## src/rtl/spi_mem_arbiter.sv

```systemverilog
// Two-port arbiter serialising single-byte READ/WRITE frames to a 23LC-style SPI RAM (mode 0).
// Define SPI_ARB_FIXED_PRIO_EN for fixed port-0 priority instead of round robin.
module spi_mem_arbiter #(
  parameter int ADDR_W  = 16,
  parameter int CLK_DIV = 2
) (
  input  logic              clk,
  input  logic              rst,
  input  logic              req0_valid,
  output logic              req0_ready,
  input  logic              req0_we,
  input  logic [ADDR_W-1:0] req0_addr,
  input  logic [7:0]        req0_wdata,
  input  logic              req1_valid,
  output logic              req1_ready,
  input  logic              req1_we,
  input  logic [ADDR_W-1:0] req1_addr,
  input  logic [7:0]        req1_wdata,
  output logic              resp_valid,
  output logic              resp_id,
  output logic [7:0]        resp_rdata,
  output logic              busy,
  output logic              spi_cs_n,
  output logic              spi_sck,
  output logic              spi_mosi,
  input  logic              spi_miso
);

  localparam int N  = 16 + ADDR_W;
  localparam int BW = $clog2(N);
  localparam int CW = $clog2(2 * CLK_DIV) + 1;
  localparam logic [BW-1:0] LAST_BIT = BW'(N - 1);
  localparam logic [CW-1:0] PH_END   = CW'(CLK_DIV - 1);
  localparam logic [CW-1:0] GAP_END  = CW'(2 * CLK_DIV - 1);

  typedef enum logic [1:0] {IDLE, SHIFT, GAP} state_e;

  state_e            state_q, state_d;
  logic [N-1:0]      tx_q, tx_d;
  logic [7:0]        rx_q, rx_d;
  logic [7:0]        rdata_q, rdata_d;
  logic [BW-1:0]     bit_q, bit_d;
  logic [CW-1:0]     cnt_q, cnt_d;
  logic              sck_q, sck_d;
  logic              we_q, we_d;
  logic              id_q, id_d;
  logic              resp_q, resp_d;
  logic              gnt1, idle, accept;
  logic              sel_we;
  logic [ADDR_W-1:0] sel_addr;
  logic [7:0]        sel_wdata;

`ifdef SPI_ARB_FIXED_PRIO_EN
  assign gnt1 = req1_valid & ~req0_valid;
`else
  logic last_q;

  always_ff @(posedge clk) begin
    if (rst)         last_q <= 1'b1;
    else if (accept) last_q <= gnt1;
  end

  assign gnt1 = req1_valid & (~req0_valid | ~last_q);
`endif

  assign idle       = (state_q == IDLE) & ~rst;
  assign req1_ready = idle & gnt1;
  assign req0_ready = idle & req0_valid & ~gnt1;
  assign accept     = req0_ready | req1_ready;

  assign sel_we    = gnt1 ? req1_we    : req0_we;
  assign sel_addr  = gnt1 ? req1_addr  : req0_addr;
  assign sel_wdata = gnt1 ? req1_wdata : req0_wdata;

  always_comb begin
    state_d = state_q;
    tx_d    = tx_q;
    rx_d    = rx_q;
    rdata_d = rdata_q;
    bit_d   = bit_q;
    cnt_d   = cnt_q;
    sck_d   = sck_q;
    we_d    = we_q;
    id_d    = id_q;
    resp_d  = 1'b0;
    unique case (state_q)
      IDLE: begin
        if (accept) begin
          // 0x02 write / 0x03 read; read data slot shifts out zeros
          tx_d    = {7'b0000001, ~sel_we, sel_addr,
                     sel_we ? sel_wdata : 8'h00};
          we_d    = sel_we;
          id_d    = gnt1;
          bit_d   = '0;
          cnt_d   = '0;
          sck_d   = 1'b0;
          state_d = SHIFT;
        end
      end
      SHIFT: begin
        if (cnt_q == PH_END) begin
          cnt_d = '0;
          if (!sck_q) begin
            sck_d = 1'b1;
            rx_d  = {rx_q[6:0], spi_miso};
          end else begin
            sck_d = 1'b0;
            if (bit_q == LAST_BIT) begin
              state_d = GAP;
              resp_d  = 1'b1;
              if (!we_q) rdata_d = rx_q;
            end else begin
              bit_d = bit_q + 1'b1;
              tx_d  = {tx_q[N-2:0], 1'b0};
            end
          end
        end else begin
          cnt_d = cnt_q + 1'b1;
        end
      end
      GAP: begin
        if (cnt_q == GAP_END) state_d = IDLE;
        else                  cnt_d   = cnt_q + 1'b1;
      end
      default: state_d = IDLE;
    endcase
  end

  always_ff @(posedge clk) begin
    if (rst) begin
      state_q <= IDLE;
      tx_q    <= '0;
      rx_q    <= '0;
      rdata_q <= '0;
      bit_q   <= '0;
      cnt_q   <= '0;
      sck_q   <= 1'b0;
      we_q    <= 1'b0;
      id_q    <= 1'b0;
      resp_q  <= 1'b0;
    end else begin
      state_q <= state_d;
      tx_q    <= tx_d;
      rx_q    <= rx_d;
      rdata_q <= rdata_d;
      bit_q   <= bit_d;
      cnt_q   <= cnt_d;
      sck_q   <= sck_d;
      we_q    <= we_d;
      id_q    <= id_d;
      resp_q  <= resp_d;
    end
  end

  assign spi_cs_n   = (state_q != SHIFT);
  assign spi_sck    = sck_q;
  assign spi_mosi   = (state_q == SHIFT) & tx_q[N-1];
  assign busy       = (state_q != IDLE) | accept;
  assign resp_valid = resp_q;
  assign resp_id    = id_q;
  assign resp_rdata = rdata_q;

endmodule

```

## config.mk

```make
export PLATFORM = sky130hd
export DESIGN_NAME = spi_mem_arbiter
export DESIGN_NICKNAME = d
export VERILOG_FILES = /design/src/rtl/spi_mem_arbiter.sv
export SDC_FILE = /design/constraint.sdc
export NUM_CORES = 1
export LEC_CHECK = 0
export ABC_AREA = 0
export CAP_MARGIN = 20
export CORE_MARGIN = 3
export CORE_UTILIZATION = 46
export CTS_CLUSTER_SIZE = 12
export DETAILED_ROUTE_END_ITERATION = 10
export PLACE_DENSITY = 0.86
export RECOVER_POWER = 100
export REMOVE_ABC_BUFFERS = 1
export SLEW_MARGIN = 20
export SYNTH_ARGS = -nofsm -noshare
export SYNTH_HDL_FRONTEND = slang
export SYNTH_SLANG_ARGS = --single-unit
```

## constraint.sdc

```tcl
create_clock -name clk -period 1.9 [get_ports clk]
set_input_delay 0.19 -clock clk [delete_from_list [all_inputs] [get_ports clk]]
set_output_delay 0.19 -clock clk [all_outputs]
set_load 0.03 [all_outputs]
```

==> impl_metrics.py <==
metrics = {
    "placement": {
        "place_congestion": 0.7976,
        "place_inst": 539,
        "dp_hpwl_um": 5642,
        "pre_cts_ws_ns": -0.1135,
        "port_buffers": 70,
    },
    "synthesis": {
        "syn_area_sq_um": 3276,
        "yosysUniqueCellTypes": 48,
        "async_flop_share_pct": 0,
        "yosysSeqAreaShare_pct": 38.50,
        "synth-edff-count": 0,
        "synth-main-ff-cell": "dfxtp_1",
        "avgSynthCellArea_sq_um": 8.666,
        "yosys_warnings": 0,
        "synth_seq_cells": 63,
        "postSynthCellCount": 378,
    },
    "routing": {
        "wl_met2_um": 4677,
        "initialDrtViolationCount": 378,
        "num_vias": 3290,
        "drtAntennaViolNets": 0,
        "wire_per_inst_um": 16.44,
        "drt-vias-per-instance": 5.854,
        "met1_length_um": 3801,
        "dr.max_layer_used": "met4",
        "remaining_drc_errors": 0,
        "drt_first_pass_iters": 5,
        "wl_met3_um": 528,
        "wl_um": 9237,
    },
    "critical_path": {
        "cp-end-kind": "flip-flop",
        "r2r_cells": 8,
        "r2r_setup_slack_ns": -0.08,
        "crit_fanout": 5,
        "critical_path_class": "reg2reg",
        "r2r-start": "bit_q[0]",
        "cp_data_arrival_time_ns": 2.21,
        "start_kind": "flip-flop",
        "worstPathRequired_ns": 2.13,
        "reg2reg_to": "tx_q[25]",
    },
    "timing": {
        "min_period_over_period_pct": 104.0,
        "worst_slew_pin_slew_ns": 0.4613,
        "rsz0062_at_grt": "yes",
        "finalClockSkew_ns": 0.01043,
        "timing.final.crit_period_ns": 1.976,
        "fin_ws_ns": -0.07645,
        "maxSlewViolCount": 0,
        "hold_viol_final": 0,
        "setup_violations": 5,
        "setup_tns_ns": -0.1736,
        "relSlewSlack_pct": 69.08,
        "fmax_mhz": 506.0,
    },
    "clocking": {
        "h-tree-depth": 3,
        "clock-sinks": 63,
        "tritoncts": "built",
        "path_clk_slew_ns": 0.08,
        "clockRootBuffer": "clkbuf_8",
        "cts_hold_buf": 0,
        "clock_path_buffers": 2,
        "numCtsBuffers": 9,
        "clock_latency_ns": 0.35,
    },
    "layout": {
        "nFillCells": 515,
        "layoutNonFillerInstCount": 562,
        "layout_common_cells": "dfxtp_1 (60), clkdlybuf4s50_1 (53), a21oi_1 (39), nand2_1 (34), buf_4 (26)",
        "multi_input_area_sq_um": 1948,
        "diodes": 0,
        "final_common_cell": "dfxtp_1",
        "regArea_sq_um": 1265,
        "drive_above_1_share_pct": 21.89,
        "area.growth.synth_to_final_pct": 40.57,
        "fin_nets": 525,
    },
    "grt": {
        "grt_pass1_vias": 3054,
        "grt_remaining_overflow": 0,
        "antenna_found_initial": 0,
        "grt_max_degree": 60,
        "grt_pass1_wl_um": 14740,
        "track_usage_pct": 21.57,
    },
    "power": {
        "swShare_pct": 40.12,
        "p_comb_share_pct": 48.0,
        "p_int_w": 0.003202,
        "ir_drop_mv": 0.5940,
        "powerDensity_nw_per_um2": 1161,
        "power_frac_seq_pct": 31.8,
        "netSwitchingPower_w": 0.002146,
        "clockPowerShare_pct": 20.1,
        "power.leakage_nw": 1.644,
    },
    "min_path": {
        "worstHoldStart": "rst",
        "hold_path_end": "state_q[0]",
        "hold_depth": 3,
        "min_path_type": "in2reg",
    },
    "floorplan": {
        "initial_core_util_pct": 47.95,
        "fp.coreArea_sq_um": 6832,
        "row_count": 30,
        "die_w_um": 90.39,
        "die_y_um": 90.39,
        "dieArea_sq_um": 8169,
        "io_pins": 71,
    },
    "run": {
        "maxCapViolations": 0,
    },
    "status": {
        "violations": "negative setup slack",
        "outcome": "finished, violations left",
    },
}
==> worst max-delay path by stage <==
stage	start	endpoint	slack (ns)	cells past startpoint
4_1_cts	bit_q[0]	state_q[1]	0.0007	9
3_3_place_gp	bit_q[0]	tx_q[4]	-0.04	7
2_1_floorplan	state_q[1]	tx_q[25]	-1.42	6
5_1_grt	bit_q[0]	tx_q[25]	-0.13	8
6_report	bit_q[0]	tx_q[25]	-0.08	8
3_5_place_dp	req1_valid	tx_q[3]	-0.11	5
==> cells in the mapped netlist, drive strengths merged (2+ instances only) <==
cell,instances,area share [%]
a21oi,41,6.3
a311oi,2,0.53
a32o,7,2.1
and3,2,0.38
buf,12,2.3
clkbuf,22,2.5
dfxtp,63,39
ha,9,3.4
inv,6,0.69
mux2,18,6.3
mux2i,13,4.1
nand2,34,3.9
nand2b,18,3.4
nand3,24,3.7
nand3b,3,0.69
nand4,9,1.7
nor2,16,1.8
nor2b,3,0.57
nor3,3,0.80
nor3b,4,1.1
o2111ai,16,4.3
o21ai,31,4.7
o2bb2ai,2,0.53
o31ai,2,0.46
or4,2,0.46
==> logic make-up after synthesis <==
group	synth area share, %
buffers and inverters	5.500
and+or+nand+nor	20.13
adders and majority gates	3.438
muxes	10.39
DFF	38.50
AOI/OAI and AO/OA	22.04
==> cell type report <==
class / count / share of cell area (%)
repair buffers: 106 / 23.23
multi-input cells: 275 / 42.31
flip-flops and latches: 63 / 27.47
well taps: 96 / 2.609
clock buffers: 9 / 2.690
clock inverters: 7 / 1.196
inverters: 6 / 0.4891
==> power by group through the flow <==
stage / sequential [W] / combinational, W / clock, W
2_1_floorplan: 0.00168 / 0.00131 / 0
3_3_place_gp: 0.00169 / 0.00212 / 0
3_5_place_dp: 0.00170 / 0.00219 / 0
4_1_cts: 0.00168 / 0.00235 / 0.00108
5_1_grt: 0.00173 / 0.00278 / 0.00115
6_report: 0.00170 / 0.00257 / 0.00108
==> repair_timing <==
| action | 4_1_cts | 5_1_grt |
|---|---|---|
| gates cloned | 1 | 1 |
| pin swaps | 4 | 6 |
| gates resized for setup | 22 | 23 |
| setup endpoints to repair | 35 | 51 |
| buffers inserted | 3 | 2 |
==> worst max-delay path, stage by stage, from the launching register on <==
cell and delay [ns]:
dfxtp_2 0.34, ha_4 0.16, and3_4 0.18, ha_4 0.16, and4bb_4 0.34, nand2b_4 0.19
buf_4 0.13, a21oi_1 0.06, a311oi_1 0.29
==> flip-flops by register name (all words and copies together) (netlist names) <==
| signal | count |
|---|---|
| bit_q | 5 |
| we_q | 1 |
| resp_rdata | 8 |
| spi_sck | 1 |
| state_q | 2 |
| last_q | 1 |
| resp_valid | 1 |
| rx_q | 8 |
| tx_q | 32 |
| resp_id | 1 |
| cnt_q | 3 |
==> per-stage QoR <==
step	cell area (sq um)	util (%)	total power [W]	hold WS, ns
6_report	4604	67.40	0.005348	0.3207
5_1_grt	4604	67.40	0.005657	0.3532
4_1_cts	4509	66.01	0.005110	0.3237
3_5_place_dp	4219	61.76	0.003885	0.4533
3_3_place_gp	4219	61.76	0.003805	0.4462
2_1_floorplan	3118	-	0.002985	0.2591
==> routing by layer <==
layer / vias up / track usage (%)
met5: - / 0
met1: 1560 / 26.73
met2: 152 / 36.22
met4: 0 / 9.439
li1: 1551 / -
met3: 27 / 4.417
(Power assumes the default switching activity.)
